$ cat src/rtl/alu_issue_queue.sv
// alu_issue_queue: command FIFO, issue register and result register placed
// around an external 4-bit combinational ALU, so that the ALU sits between
// two register boundaries.
//
// Ports:
//   clk, rst_n        clock; synchronous active-low reset
//   in_valid/in_ready command handshake (in_ready driven only by FIFO occupancy)
//   in_a, in_b        operands
//   in_op, in_mode    opcode and signed/unsigned mode
//   alu_a/b/op/mode   registered command presented to the ALU
//   alu_result/overflow  combinational ALU response
//   out_valid/out_ready  result handshake
//   out_result/overflow/op  captured result and the opcode that produced it
//   ovf_sticky, clr_sticky  overflow history flag and its clear
//   done_count        delivered results, wraps at 256
module alu_issue_queue #(
   parameter int unsigned DEPTH = 4
) (
   input  logic       clk,
   input  logic       rst_n,
   input  logic       in_valid,
   output logic       in_ready,
   input  logic [3:0] in_a,
   input  logic [3:0] in_b,
   input  logic [2:0] in_op,
   input  logic       in_mode,
   output logic [3:0] alu_a,
   output logic [3:0] alu_b,
   output logic [2:0] alu_op,
   output logic       alu_mode,
   input  logic [3:0] alu_result,
   input  logic       alu_overflow,
   output logic       out_valid,
   input  logic       out_ready,
   output logic [3:0] out_result,
   output logic       out_overflow,
   output logic [2:0] out_op,
   output logic       ovf_sticky,
   input  logic       clr_sticky,
   output logic [7:0] done_count
);

   localparam int unsigned PTR_W = (DEPTH > 1) ? $clog2(DEPTH) : 1;
   localparam int unsigned CNT_W = PTR_W + 1;

   typedef struct packed {
      logic [3:0] a;
      logic [3:0] b;
      logic [2:0] op;
      logic       mode;
   } cmd_t;

   cmd_t             mem [DEPTH];
   logic [PTR_W-1:0] wr_ptr;
   logic [PTR_W-1:0] rd_ptr;
   logic [CNT_W-1:0] count;
   logic [CNT_W-1:0] count_nxt_c;
   logic             iss_valid;

   logic push_c;
   logic res_load_c;
   logic iss_load_c;
   cmd_t head_c;

   // Pipeline advance conditions; the result stage decides first, the
   // issue stage may refill in the same cycle it hands off.
   always_comb begin
      push_c      = in_valid && in_ready;
      res_load_c  = iss_valid && (!out_valid || out_ready);
      iss_load_c  = (count != '0) && (!iss_valid || res_load_c);
      head_c      = mem[rd_ptr];
      count_nxt_c = count;
      if (push_c && !iss_load_c) begin
         count_nxt_c = count + CNT_W'(1);
      end else if (!push_c && iss_load_c) begin
         count_nxt_c = count - CNT_W'(1);
      end
   end

   // FIFO storage; contents are only consumed while count is non-zero.
   always_ff @(posedge clk) begin
      if (push_c) begin
         mem[wr_ptr] <= '{a: in_a, b: in_b, op: in_op, mode: in_mode};
      end
   end

   // FIFO pointers, occupancy and registered in_ready (full looks only at
   // the next count, so a popping cycle never re-opens a full FIFO early).
   always_ff @(posedge clk) begin
      if (!rst_n) begin
         wr_ptr   <= '0;
         rd_ptr   <= '0;
         count    <= '0;
         in_ready <= 1'b1;
      end else begin
         if (push_c)     wr_ptr <= wr_ptr + PTR_W'(1);
         if (iss_load_c) rd_ptr <= rd_ptr + PTR_W'(1);
         count    <= count_nxt_c;
         in_ready <= (count_nxt_c != CNT_W'(DEPTH));
      end
   end

   // Issue register; alu_* hold their last command when the stage empties.
   always_ff @(posedge clk) begin
      if (!rst_n) begin
         iss_valid <= 1'b0;
         alu_a     <= '0;
         alu_b     <= '0;
         alu_op    <= '0;
         alu_mode  <= 1'b0;
      end else if (iss_load_c) begin
         iss_valid <= 1'b1;
         alu_a     <= head_c.a;
         alu_b     <= head_c.b;
         alu_op    <= head_c.op;
         alu_mode  <= head_c.mode;
      end else if (res_load_c) begin
         iss_valid <= 1'b0;
      end
   end

   // Result register; out_* hold after delivery.
   always_ff @(posedge clk) begin
      if (!rst_n) begin
         out_valid    <= 1'b0;
         out_result   <= '0;
         out_overflow <= 1'b0;
         out_op       <= '0;
      end else if (res_load_c) begin
         out_valid    <= 1'b1;
         out_result   <= alu_result;
         out_overflow <= alu_overflow;
         out_op       <= alu_op;
      end else if (out_valid && out_ready) begin
         out_valid    <= 1'b0;
      end
   end

   // Overflow history (a new overflow beats a clear) and delivery counter.
   always_ff @(posedge clk) begin
      if (!rst_n) begin
         ovf_sticky <= 1'b0;
         done_count <= '0;
      end else begin
         if (res_load_c && alu_overflow) begin
            ovf_sticky <= 1'b1;
         end else if (clr_sticky) begin
            ovf_sticky <= 1'b0;
         end
         if (out_valid && out_ready) begin
            done_count <= done_count + 8'(1);
         end
      end
   end

endmodule

$ cat config.mk
export PLATFORM = sky130hd
export DESIGN_NAME = alu_issue_queue
export DESIGN_NICKNAME = d
export VERILOG_FILES = /design/src/rtl/alu_issue_queue.sv
export SDC_FILE = /design/constraint.sdc
export NUM_CORES = 1
export LEC_CHECK = 0
export ABC_CLOCK_PERIOD_IN_PS = 2500
export CORE_MARGIN = 10
export CORE_UTILIZATION = 57
export DETAILED_ROUTE_END_ITERATION = 6
export PLACE_DENSITY = 0.87
export SLEW_MARGIN = 10
export SYNTH_ARGS = -nofsm -noshare
export SYNTH_HDL_FRONTEND = slang
export SYNTH_SLANG_ARGS = --single-unit
export TNS_END_PERCENT = 30
$ cat constraint.sdc
create_clock -name clk -period 2.5 [get_ports clk]
set_clock_uncertainty 0.05 [all_clocks]
set_input_delay 0.5 -clock clk [delete_from_list [all_inputs] [get_ports clk]]
set_output_delay 0.5 -clock clk [all_outputs]
set_load 0.05 [all_outputs]
==> results of run 1 <==
==> cell type report <==
| class | instances | share of cell area (%) |
|---|---|---|
| tap | 75 | 2.24 |
| clock buffer | 9 | 2.96 |
| multi-input combinational | 155 | 26.1 |
| clock inverter | 7 | 1.14 |
| sequential | 87 | 53.1 |
| timing repair buffer | 59 | 13.7 |
| inverter | 8 | 0.718 |
==> worst reg2reg max path: stages (launching register included) <==
cell	delay, ps
dfxtp_1	440
inv_1	120
ha_1	220
and2b_1	250
nor3_4	280
a32o_1	200
o221ai_1	110
==> synthesized netlist by cell type (all sizes together), types with 3 or more instances <==
cell	instances	area, um2
edfxtp	48	1440
nand2	41	154
dfxtp	39	781
a21oi	29	145
nand3	13	65.1
mux4	12	274
nor2	10	45.0
buf	9	63.8
ha	8	100
inv	8	30.0
and3	5	31.3
nor3	5	36.3
xnor2	5	43.8
o21ai	4	20.0
nand2b	3	18.8
xor2	3	26.3
==> power by group through the flow <==
stage	combinational (mW)	sequential [mW]	clock (mW)
2_1_floorplan	0.880	2.38	0
3_3_place_gp	1.71	1.98	0
3_5_place_dp	1.77	2.00	0
4_1_cts	1.78	1.97	0.874
5_1_grt	1.88	2.00	0.930
6_report	1.76	1.97	0.848
==> worst paths after layout <==
| kind | startpoint | end | slack, ps | cells past startpoint |
|---|---|---|---|---|
| setup reg to reg | count[0] | in_ready | 690 | 6 |
| hold / removal | alu_mode | alu_mode | 410 | 2 |
| hold reg to reg | alu_mode | alu_mode | 410 | 2 |
| setup / recovery | out_valid | out_valid | 220 | 1 |
==> registers in the layout (all words and copies together), names as in the netlist <==
signal        count
alu_mode          1
alu_a             4
alu_b             4
alu_op            3
count             3
iss_valid         1
wr_ptr            2
done_count        8
out_result        4
ovf_sticky        1
out_overflow      1
in_ready          1
out_op            3
out_valid         1
mem              48
rd_ptr            2
==> layer usage <==
layer	part of all wire, %	wire length (um)	vias up	track usage (%)
met5	0	0	-	0
met4	1.7	111	0	5.82
met3	5.4	359	9	4.98
met2	50	3320	56	23.3
met1	43	2820	1059	15.4
li1	-	-	1072	-
==> cells in the final DEF (no fill, tap or decap), drive strengths merged, types with 2 or more instances in the layout <==
| cell type | n |
|---|---|
| clkbuf | 9 |
| o21ai | 4 |
| dfxtp | 39 |
| nor4 | 2 |
| edfxtp | 48 |
| nand2b | 3 |
| clkinv | 5 |
| nand3 | 13 |
| buf | 7 |
| clkdlybuf4s50 | 52 |
| o21a | 2 |
| xnor2 | 5 |
| nand4 | 2 |
| inv | 10 |
| xor2 | 3 |
| or3 | 2 |
| nor2 | 10 |
| nor3 | 5 |
| a21oi | 29 |
| mux4 | 12 |
| and3 | 5 |
| nand2 | 41 |
| ha | 8 |
==> stage by stage <==
stage | cells | setup WS, ps | area, um2 | hold slack (ps)
after floorplan | 261 | 826 | 3420 | 419
after global placement | 384 | 451 | 4010 | 392
after detailed placement | 384 | 398 | 4010 | 396
after CTS | 400 | 223 | 4180 | 408
after global routing | 400 | 163 | 4180 | 423
final | 400 | 224 | 4180 | 407
==> kinds of logic after synthesis <==
logic type | synth area share [%]
buffers and inverters | 2.97
XOR/XNOR | 2.05
flip-flops | 65.0
adder cells (fa/ha/maj) | 2.93
multiplexers | 8.02
AND/OR/NAND/NOR | 12.3
AO/OA/AOI/OAI | 6.66
==> Implementation_results.wiki, run 1 <==
{| class="wikitable"
! Metric !! Value
|-
| Result of the run || complete, no violations
|-
| Ys async rst share || 0%
|-
| Max incr delay on CP || 870 ps
|-
| Vias per std cell || 5.49
|-
| H-tree levels || 3
|-
| Clock network fraction of total power || 18.5%
|-
| Number of flip-flops and latches in the synthesized netlist || 87
|-
| Buffering stage count on the worst path with inverters included || 1
|-
| Critical path's slowest cell || clkdlybuf4s50_1
|-
| Period utilization || 91.0%
|-
| Maximum resistive drop on vdd || 0.723 mV
|-
| Longest Clk Path Bufs || 2
|-
| Cell breakdown of the critical path || clkdlybuf4s50_1
|-
| Clk root buf || clkbuf_8
|-
| Vert. Die Dim || 97.4 um
|-
| Final hold vios || 0
|-
| Achievable clock frequency || 439 MHz
|-
| Power Dens Cells || 1090 nW/um2
|-
| Tightest Pin Transition || 619 ps
|-
| Final setup violation count || 0
|-
| Worst EP arrival || 1730 ps
|-
| Half-perimeter wire length after placement || 4.66 mm
|-
| TritonCTS clock tree || done
|-
| Data required time at the worst endpoint || 1950 ps
|-
| # fillers || 412
|-
| Sw Ratio || 38.7%
|-
| Relative max-transition margin || 58.7%
|-
| Leakage component of the power || 1.44 nW
|-
| Combinational share of power || 38.4%
|-
| Hold/Removal Path Class || reg -> reg
|-
| Area taken by multi-input logic gates || 1090 um2
|-
| Ys flop type || edfxtp_1
|-
| Remaining antenna violation count after routing || 0
|-
| Count of synthesis-stage warnings from yosys || 0
|-
| Number of global-route vias before repair || 2,271
|-
| Share of the yosys chip area belonging to registers || 65.0%
|-
| GRT Util Overall || 13.8%
|-
| Floorplan die width || 97.4 um
|-
| Sort of element at the start of the critical path || flop
|-
| RSZ-0062 raised after global routing || no
|-
| Total net switching power || 1.77 mW
|-
| Distinct cell type count of the synthesized netlist || 38
|-
| Sequential fraction of design power || 43.0%
|-
| Nets in the synthesized netlist || 291
|-
| TritonCTS buffer count || 9
|-
| Number of enable flip-flop cells after synthesis || 48
|-
| Number of input and output port buffers inserted || 52
|-
| Number of buffers inserted to repair setup after CTS || 0
|-
| Fraction of final layout cells sized beyond drive strength 1 || 11.4%
|-
| Number of buffers inserted by hold repair at cts || 0
|-
| DRC violation count after routing || 0
|-
| Number of clock sinks seen by CTS || 87
|-
| Maximum net fanout on the critical path || 9
|-
| Post-synth design cell area || 3420 um2
|-
| Global-route wire length before repair || 10.8 mm
|-
| Initial drt markers || 73
|-
| Largest net degree at the start of global routing || 38
|-
| Setup Total Neg Slack || 0 ps
|-
| Combined flip-flop and latch cell area || 2220 um2
|-
| Number of max-capacitance violations reported || 0
|-
| Critical path's top delay family || buffers and inverters
|-
| Effective utilization at floorplan || 58.1%
|-
| DR WL/cell || 16.5 um
|-
| Total number of vias || 2,196
|-
| Die area || 9490 um2
|-
| Power after layout || 4.58 mW
|-
| Clock slew at reported path FFs || 90 ps
|-
| Ant diodes || 0
|-
| Overflow after GRT || 0
|-
| Post-Synthesis Mean Instance Area || 13.1 um2
|-
| Core area || 5890 um2
|-
| Layout Area Growth over Synthesis || 22.4%
|-
| Clock insertion delay at the later pin of the skew report || 350 ps
|-
| Minimum clock period after layout || 2280 ps
|-
| Cells resized by post-CTS repair || 0
|-
| Instance count of the mapped netlist || 261
|-
| Final weighted congestion in routability-driven placement || 0.752
|-
| Total Wirelength || 6.61 mm
|-
| Crit Path Class || reg -> out
|-
| Internal cell power || 2.81 mW
|-
| Number of slew-limit violations in the final report || 0
|-
| Row count || 28
|-
| Kind of capture point of the worst setup path || output port
|-
| Number of optimization iterations in the first detailed-route pass || 4
|-
| Antenna violations before repair || 0
|-
| Number of placed I/O pins || 53
|-
| Number of nets at the end of the flow || 350
|-
| Post-Route Utilization || 71.1%
|}
No activity file was read; power rests on OpenSTA's default activity.
==> run 2, diff against run 1 <==
Settings changed: SLEW_MARGIN 10 to default.
==> results of run 2 <==
The final DEF is identical to that of run 1; final timing and power are the same.
